### src/rtl/irrigation_scheduler.sv
// -----------------------------------------------------------------------------
// irrigation_scheduler
//
// Shares one water tank between the splinker and dripper zones. Zone requests
// are latched into pending bits and granted round-robin, so at most one valve
// is open at any time. Each grant first holds all valves closed for a settle
// gap, then opens the selected zone valve for a fixed watering window. A low
// tank preempts watering and opens the inlet valve. If the tank does not fill
// within a timeout, the block enters a sticky fault state.
//
// Ports
//   clock           system clock, rising edge
//   reset           asynchronous, active-low reset
//   req_splinker    splinker watering request (pulse or level)
//   req_dripper     dripper watering request (pulse or level)
//   tank_low        tank level below minimum
//   tank_full       tank level at maximum
//   splinker_valve  splinker zone valve open
//   dripper_valve   dripper zone valve open
//   fill_valve      tank inlet valve open
//   busy            scheduler is not idle
//   done_splinker   one-cycle pulse on the last cycle of a splinker window
//   done_dripper    one-cycle pulse on the last cycle of a dripper window
//   error           sticky fault flag, cleared only by reset
// -----------------------------------------------------------------------------
module irrigation_scheduler #(
  parameter int WATER_CYCLES = 16,
  parameter int GAP_CYCLES   = 4,
  parameter int FILL_TIMEOUT = 64,
  parameter int CNT_W        = 8
) (
  input  logic clock,
  input  logic reset,
  input  logic req_splinker,
  input  logic req_dripper,
  input  logic tank_low,
  input  logic tank_full,
  output logic splinker_valve,
  output logic dripper_valve,
  output logic fill_valve,
  output logic busy,
  output logic done_splinker,
  output logic done_dripper,
  output logic error
);

  typedef enum logic [2:0] {
    S_IDLE   = 3'd0,
    S_SWITCH = 3'd1,
    S_WATER  = 3'd2,
    S_FILL   = 3'd3,
    S_FAULT  = 3'd4
  } state_t;

  typedef enum logic {
    Z_SPLINKER = 1'b0,
    Z_DRIPPER  = 1'b1
  } zone_t;

  localparam logic [CNT_W-1:0] WATER_LOAD = CNT_W'(WATER_CYCLES);
  localparam logic [CNT_W-1:0] GAP_LOAD   = CNT_W'(GAP_CYCLES);
  localparam logic [CNT_W-1:0] FILL_LOAD  = CNT_W'(FILL_TIMEOUT);
  localparam logic [CNT_W-1:0] CNT_ONE    = CNT_W'(1);

  state_t            state, state_next;
  logic [CNT_W-1:0]  cnt, cnt_next;
  zone_t             sel, sel_next;
  zone_t             last_grant, last_grant_next;
  logic              pend_splinker, pend_splinker_next;
  logic              pend_dripper, pend_dripper_next;

  logic              want_splinker, want_dripper;
  zone_t             pick;
  logic              window_end;

  // A pending request or a request arriving this cycle both count as demand.
  assign want_splinker = pend_splinker | req_splinker;
  assign want_dripper  = pend_dripper  | req_dripper;

  // On a tie the zone that was not served last wins.
  always_comb begin
    if (want_splinker && want_dripper) begin
      pick = (last_grant == Z_DRIPPER) ? Z_SPLINKER : Z_DRIPPER;
    end else if (want_splinker) begin
      pick = Z_SPLINKER;
    end else begin
      pick = Z_DRIPPER;
    end
  end

  // A window completes on its last cycle unless a low tank aborts it then.
  assign window_end = (state == S_WATER) && (cnt == CNT_ONE) && !tank_low;

  // ---------------------------------------------------------------------------
  // State register
  // ---------------------------------------------------------------------------
  // NOTE: every register is cleared asynchronously so the valves close the
  // moment reset falls, without waiting for a clock edge; all sequential
  // updates are non-blocking so each register samples pre-edge values.
  always_ff @(posedge clock or negedge reset) begin
    if (!reset) begin
      state         <= S_IDLE;
      cnt           <= '0;
      sel           <= Z_SPLINKER;
      last_grant    <= Z_DRIPPER;
      pend_splinker <= 1'b0;
      pend_dripper  <= 1'b0;
    end else begin
      state         <= state_next;
      cnt           <= cnt_next;
      sel           <= sel_next;
      last_grant    <= last_grant_next;
      pend_splinker <= pend_splinker_next;
      pend_dripper  <= pend_dripper_next;
    end
  end

  // ---------------------------------------------------------------------------
  // Next-state logic
  // ---------------------------------------------------------------------------
  // NOTE: every signal driven here gets a default first so no path through
  // the case statement leaves one unassigned and infers a latch.
  always_comb begin
    state_next      = state;
    cnt_next        = cnt;
    sel_next        = sel;
    last_grant_next = last_grant;

    // A new request always sets the pending bit, even in the cycle that
    // completes the same zone.
    pend_splinker_next = req_splinker |
                         (pend_splinker & ~(window_end && sel == Z_SPLINKER));
    pend_dripper_next  = req_dripper |
                         (pend_dripper & ~(window_end && sel == Z_DRIPPER));

    unique case (state)
      S_IDLE: begin
        if (tank_low && tank_full) begin
          state_next = S_FAULT;
        end else if (tank_low) begin
          state_next = S_FILL;
          cnt_next   = FILL_LOAD;
        end else if (want_splinker || want_dripper) begin
          state_next = S_SWITCH;
          cnt_next   = GAP_LOAD;
          sel_next   = pick;
        end
      end

      S_SWITCH: begin
        if (cnt == CNT_ONE) begin
          state_next = S_WATER;
          cnt_next   = WATER_LOAD;
        end else begin
          cnt_next = cnt - CNT_ONE;
        end
      end

      S_WATER: begin
        if (tank_low) begin
          // Abort: the pending bit stays set, so the whole window reruns.
          state_next = S_FILL;
          cnt_next   = FILL_LOAD;
        end else if (cnt == CNT_ONE) begin
          state_next      = S_IDLE;
          cnt_next        = '0;
          last_grant_next = sel;
        end else begin
          cnt_next = cnt - CNT_ONE;
        end
      end

      S_FILL: begin
        // Contradictory sensors beat a full tank, which beats the timeout.
        if (tank_low && tank_full) begin
          state_next = S_FAULT;
        end else if (tank_full) begin
          state_next = S_IDLE;
          cnt_next   = '0;
        end else if (cnt == CNT_ONE) begin
          state_next = S_FAULT;
          cnt_next   = '0;
        end else begin
          cnt_next = cnt - CNT_ONE;
        end
      end

      S_FAULT: begin
        state_next = S_FAULT;
      end

      default: begin
        state_next = S_IDLE;
        cnt_next   = '0;
      end
    endcase
  end

  // ---------------------------------------------------------------------------
  // Output decode: valves come from registered state and sel only.
  // ---------------------------------------------------------------------------
  always_comb begin
    splinker_valve = (state == S_WATER) && (sel == Z_SPLINKER);
    dripper_valve  = (state == S_WATER) && (sel == Z_DRIPPER);
    fill_valve     = (state == S_FILL);
    busy           = (state != S_IDLE);
    error          = (state == S_FAULT);
    done_splinker  = window_end && (sel == Z_SPLINKER);
    done_dripper   = window_end && (sel == Z_DRIPPER);
  end

endmodule

### config.mk
export PLATFORM = sky130hd
export DESIGN_NAME = irrigation_scheduler
export DESIGN_NICKNAME = d
export VERILOG_FILES = /design/src/rtl/irrigation_scheduler.sv
export SDC_FILE = /design/constraint.sdc
export NUM_CORES = 1
export LEC_CHECK = 0
export CAP_MARGIN = 20
export CELL_PAD_IN_SITES_DETAIL_PLACEMENT = 1
export CELL_PAD_IN_SITES_GLOBAL_PLACEMENT = 1
export CORE_UTILIZATION = 30
export CTS_CLUSTER_DIAMETER = 150
export DETAILED_ROUTE_END_ITERATION = 16
export DONT_BUFFER_PORTS = 1
export GPL_TIMING_DRIVEN = 0
export PLACE_DENSITY_LB_ADDON = 0.1
export SYNTH_ARGS = -nofsm -noshare
export SYNTH_HDL_FRONTEND = slang
export SYNTH_SLANG_ARGS = --single-unit
### constraint.sdc
create_clock -name clock -period 5.2 [get_ports clock]
set_clock_uncertainty 0.2 [all_clocks]
set_input_delay 0.78 -clock clock [delete_from_list [all_inputs] [get_ports clock]]
set_output_delay 0.78 -clock clock [all_outputs]
set_load 0.05 [all_outputs]
==> results of run 1 <==
-- worst max path at each step --
stage | end | startpoint | slack (ps)
2_1_floorplan | splinker_valve | state[2] | 1980
6_report | done_dripper | cnt[3] | 1800
3_5_place_dp | done_dripper | tank_low | 1840
3_3_place_gp | done_dripper | tank_low | 1760
4_1_cts | done_dripper | cnt[3] | 1790
5_1_grt | done_dripper | cnt[3] | 1660
-- worst register-to-register path: cells and delay by family, from the launching register on --
family	cells	cell delay [ps]
buffers and inverters	1	170
flip-flops	1	420
AO/OA/AOI/OAI	1	140
AND/OR/NAND/NOR	4	1530
-- cell type report --
type | instances | area share
Buffer | 5 | 0.02343
Clock buffer | 4 | 0.02589
Inverter | 11 | 0.04069
Multi-Input combinational cell | 81 | 0.4908
Sequential cell | 15 | 0.3711
Tap cell | 31 | 0.03822
Timing Repair Buffer | 1 | 0.009864
-- sequential cells by signal, summed over array words and instances, names as in the netlist --
register	count
cnt	8
state	3
last_grant	1
pend_dripper	1
pend_splinker	1
sel	1
-- where the power goes --
part | total (mW) | internal [mW] | switching, mW
sequential | 0.194 | 0.159 | 0.0347
clock | 0.0699 | 0.0299 | 0.0400
combinational | 0.363 | 0.125 | 0.238
total | 0.627 | 0.314 | 0.313
-- through the flow --
step	setup WS (ps)	power (mW)	cells	util	hold slack [ps]
6_report	1805	0.6266	148	0.3557	118.7
5_1_grt	1655	0.6864	148	0.3557	97.18
4_1_cts	1786	0.6360	148	0.3557	100.3
3_5_place_dp	1839	0.5588	143	0.3430	284.9
3_3_place_gp	1763	0.5478	143	0.3408	284.8
2_1_floorplan	1981	0.4800	112	-	262.9
-- synth_stat cells, drive strengths merged (2+ instances only) --
library cell | count | area [um^2]
nor2 | 15 | 56.30
dfrtp | 14 | 350.3
inv | 11 | 41.29
nand2 | 11 | 41.29
o21ai | 11 | 55.05
a21oi | 5 | 25.02
buf | 4 | 20.02
nand2b | 3 | 18.77
a21o | 2 | 16.27
a22o | 2 | 17.52
a31oi | 2 | 12.51
ha | 2 | 25.02
mux2i | 2 | 20.02
nor3 | 2 | 10.01
nor4b | 2 | 17.52
o22ai | 2 | 12.51
o32ai | 2 | 17.52
or2 | 2 | 12.52
or3 | 2 | 12.51
or4 | 2 | 15.01
-- routing by layer --
metal  share of wire  wire length, um
met5               0                0
met3           0.040               99
met2            0.47             1155
met1            0.48             1186
met4           0.016               39
-- what timing repair did --
action                                 CTS  global route
gates resized for setup                  0             0
hold buffers                             1             0
endpoints found under the hold margin   14             0
-- kinds of logic (layout without fill, tap and decap cells) --
logic type	count (synthesis)	in the layout	synth area share
multiplexers	2	2	0.02145
XOR/XNOR	1	1	0.009385
buffers and inverters	16	21	0.06970
AO/OA/AOI/OAI	31	31	0.2239
AND/OR/NAND/NOR	45	45	0.2453
flip-flops	15	15	0.4035
adder cells (fa/ha/maj)	2	2	0.02681
==> results_dict.tcl, run 1 <==
set metrics [dict create \
    crit_path_cell_trace "nor4_1 > and4b_1 > buf_2 > nand2_1 > nor2_1" \
    vias 839 \
    slew_headroom 0.2117 \
    fmax_ghz 0.2945 \
    cts_tree "yes" \
    met1_usage 0.2266 \
    worstPathMaxFanout 6 \
    top_usage_layer "met2" \
    cp-end-kind "primary output" \
    fin_crit_sh 0.6529 \
    multi_input_area_um2 498.0 \
    cts_setup_buffers 0 \
    syn_nets 120 \
    synth_edf_count 0 \
    areaGrowthSynthToFinish_pct 8.713 \
    rr_worst_depth 6 \
    layout_common_cells "15 x nor2_1, 14 x dfrtp_1, 11 x inv_1, 11 x nand2_1, 11 x o21ai_0" \
    grtUsageTotal 0.1739 \
    setup_viol 0 \
    initial_core_util 0.3272 \
    finalSetupTns_ps 0 \
    postSynthAreaPerCell_um2 8.334 \
    p_leak_nw 0.4474 \
    drtAntennaViolNets 0 \
    final_hold_viol_count 0 \
    final_common_cell "nor2_1" \
    numCtsBuffers 3 \
    path_depth 5 \
    ys_seq_area_frac 0.4035 \
    holdCritPathClass "in2async" \
    crit_family "simple AND/OR/NAND/NOR gates" \
    ys_types 36 \
    diodes 0 \
    ir_worst_vdd_uv 256.8 \
    synth_cells 112 \
    grt_max_degree 15 \
    crit_path_max_incr_delay_ps 760 \
    antenna_found_initial 0 \
    grt_pass1_vias 853 \
    async_flop_share 1.000 \
    grt_pass1_wl_mm 4.291 \
    ios 13 \
    cp.buffers_inverters 1 \
    met2_usage 0.2708 \
    clock-root-buffer "clkbuf_4" \
    viasPerCell 5.669 \
    drt-total-wl_mm 2.481 \
    reg2reg_from "cnt[3]" \
    seqCellArea_um2 376.6 \
    postPlaceCellArea_um2 978.4 \
    rrSetupSlack_ps 2680 \
    use_met3 0.05134 \
    overflow 0 \
    worstPathRequired_ps 4220 \
    first_iter_violations 20 \
    cts_buffer_depth 2 \
    pwr_density_cell_nw_per_um2 617.5 \
    rsz0062_at_grt "false" \
    drv_slew 0 \
    maxCapViolCount 0 \
    clk_latency_ps 290 \
    dieArea_um2 3339 \
    period_needed_ps 3395 \
    ys_ff_latch 15 \
    place_hpwl_mm 1.795 \
    gp_congestion 0.7890 \
    core-area_um2 2853 \
    port_buffers 0 \
    syn-cell-area_um2 933.4 \
    crit_type "reg2out" \
    rows 19 \
    nNetsFinal 126 \
    cpMaxStageDelayCell "nor2_1" \
    drtPass1Iterations 4 \
    ys.flop_type "dfrtp_1" \
    die_h_um 57.78 \
    h-tree-depth 1 \
    crit_arrival_ps 2420 \
    r2r-end "last_grant" \
    start_kind "flip-flop" \
    drive_gt1_frac 0.1026 \
    tightest_slew_ps 1179 \
    cts.sinks 15 \
    outcome "completed" \
    chipWidth_um 57.78 \
    n_fill_cell 346 \
    ys_warn_count 0 \
    finalInstanceArea_um2 1015 \
    clk_pin_slew_ps 90 \
    avgRoutedWirePerCell_um 16.76 \
    drcViolationCount 0 \
]
(Power assumes the default switching activity.)
==> run 2: changes to the inputs <==
==> constraint.sdc (replaced) <==
create_clock -name clock -period 2.9 [get_ports clock]
set_clock_uncertainty 0.2 [all_clocks]
set_input_delay 0.435 -clock clock [delete_from_list [all_inputs] [get_ports clock]]
set_output_delay 0.435 -clock clock [all_outputs]
set_load 0.05 [all_outputs]
==> run 2 against run 1 <==
Via count increased by 0.72%. Combinational power increased by 81%. Die area unchanged. Largest power group unchanged. Largest cell class unchanged. Worst setup slack got worse by 1600 ps. Register-to-register slack got worse by 2200 ps. Final cell count unchanged. Hold slack got worse by 71 ps. Non-clock buffer count unchanged. Critical path depth unchanged. First-iteration DRC count decreased by 10%.
==> results_dict.tcl, run 2 (same netlist as run 1, synthesis figures left out) <==
set metrics [dict create \
    areaGrowthSynthToFinish_pct 10.32 \
    initial_core_util 0.3272 \
    rsz0062_at_grt "false" \
    drive_gt1_frac 0.1197 \
    power_frac_clock 0.110 \
    h-tree-depth 1 \
    top_regs "cnt (8), state (3)" \
    drtPass1Iterations 4 \
    numCtsBuffers 3 \
    ios 13 \
    die_h_um 57.78 \
    worstPathRequired_ps 2270 \
    holdCritPathClass "in2reg" \
    core-area_um2 2853 \
    cts_tree "yes" \
    finalSetupTns_ps 0 \
    ir_worst_vdd_uv 464.7 \
    clk_pin_slew_ps 90 \
    slew_headroom 0.2117 \
    finalInstanceArea_um2 1030 \
    met1_usage 0.2266 \
    fin_crit_sh 0.9263 \
    top_register "cnt" \
    gp_congestion 0.7890 \
    final_hold_viol_count 0 \
    maxCapViolCount 0 \
    largest_reg_flops 8 \
    cp-end-kind "primary output" \
    n_fill_cell 346 \
    dieArea_um2 3339 \
    grt_pass1_vias 852 \
    outcome "completed" \
    p_sw_mw 0.5693 \
    cts_buffer_depth 2 \
    clock-root-buffer "clkbuf_4" \
    setup_viol 0 \
    p_leak_nw 0.4473 \
    viasPerCell 5.709 \
    overflow 0 \
    period_needed_ps 2686 \
    avgRoutedWirePerCell_um 16.76 \
    rows 19 \
    clk_latency_ps 290 \
    port_buffers 0 \
    final_common_cell "dfrtp_1" \
    pwr_density_cell_nw_per_um2 1100 \
    p_comb_frac 0.580 \
    crit_arrival_ps 2050 \
    tightest_slew_ps 1179 \
    switching_share 0.5025 \
    nNetsFinal 126 \
    first_iter_violations 18 \
    p_seq_frac 0.310 \
    chipWidth_um 57.78 \
    use_met3 0.04464 \
    drv_slew 0 \
    grt_pass1_wl_mm 4.264 \
    p_int_mw 0.5635 \
    top_usage_layer "met2" \
    start_kind "flip-flop" \
    met2_usage 0.2708 \
    postPlaceCellArea_um2 978.4 \
    place_hpwl_mm 1.795 \
    crit_type "reg2out" \
    layout_common_cells "14 x dfrtp_1, 13 x nor2_1, 11 x inv_1, 11 x nand2_1, 11 x o21ai_0" \
    drtAntennaViolNets 0 \
    antenna_found_initial 0 \
    drt-total-wl_mm 2.480 \
    worstPathMaxFanout 6 \
    fmax_ghz 0.3723 \
    vias 845 \
    drcViolationCount 0 \
    cts.sinks 15 \
    diodes 0 \
    grtUsageTotal 0.1725 \
    grt_max_degree 16 \
]
run 2: changes by cell type in the layout (fill, tap and decap cells not counted):
cell,previous run,this run
nor2_1,15,13
nor2_4,0,2
run 2: timing repair:
| item | in CTS | in global routing |
|---|---|---|
| hold endpoints to repair | 15 | 0 |
| hold buffers | 1 | 0 |
| resized for setup | 2 | 2 |
| setup buffers | 0 | 0 |
| setup endpoints to repair | 2 | 2 |
run 2: power by group through the flow:
stage	Sequential, mW	Clock, mW	Combinational [mW]
after floorplan	0.330	0	0.530
after global placement	0.346	0	0.636
after detailed placement	0.352	0	0.650
after CTS	0.348	0.133	0.662
after global routing	0.362	0.137	0.739
final	0.352	0.125	0.657
run 2: cell type report:
| type | count | area (um^2) | share of cell area |
|---|---|---|---|
| inverter | 11 | 41.29 | 0.04010 |
| multi-input combinational | 81 | 513.0 | 0.4982 |
| tap | 31 | 38.79 | 0.03767 |
| buffer | 5 | 23.77 | 0.02309 |
| sequential | 15 | 376.6 | 0.3657 |
| timing repair buffer | 1 | 10.01 | 0.009721 |
| clock buffer | 4 | 26.28 | 0.02552 |
run 2: worst max-delay path, stage by stage (launching register included):
cell	delay (ps)
dfrtp_1	420
nor4_1	380
and4b_1	230
buf_2	170
nand2_1	200
nor2_4	350
run 2: final timing paths:
path                         startpoint       endpoint  depth (start not counted)  slack (ps)
setup / recovery                 cnt[3]   done_dripper                          5         210
hold / removal             req_splinker  pend_splinker                          1          50
setup reg to reg               state[0]       state[1]                          6         530
hold reg to reg              last_grant     last_grant                          1         310
max in group asynchronous         reset   pend_dripper                          1        1600
min in group asynchronous         reset         cnt[2]                          1         440
run 2: metal layers:
metal / part of all wire / wire [um]
met5: 0 / 0
met4: 0.015 / 38
met3: 0.027 / 68
met2: 0.47 / 1170
met1: 0.49 / 1203
run 2: stage by stage:
stage | utilization | worst slack (ps) | hold WS (ps) | instances | power [mW]
floorplan | - | 25.86 | -60.59 | 112 | 0.8606
global placement | 0.3408 | -105.0 | -60.20 | 143 | 0.9823
detailed placement | 0.3430 | 186.5 | -60.12 | 143 | 1.002
CTS | 0.3575 | 57.47 | 31.45 | 148 | 1.143
global route | 0.3610 | 66.93 | 45.70 | 148 | 1.239
finish | 0.3610 | 213.8 | 47.73 | 148 | 1.133
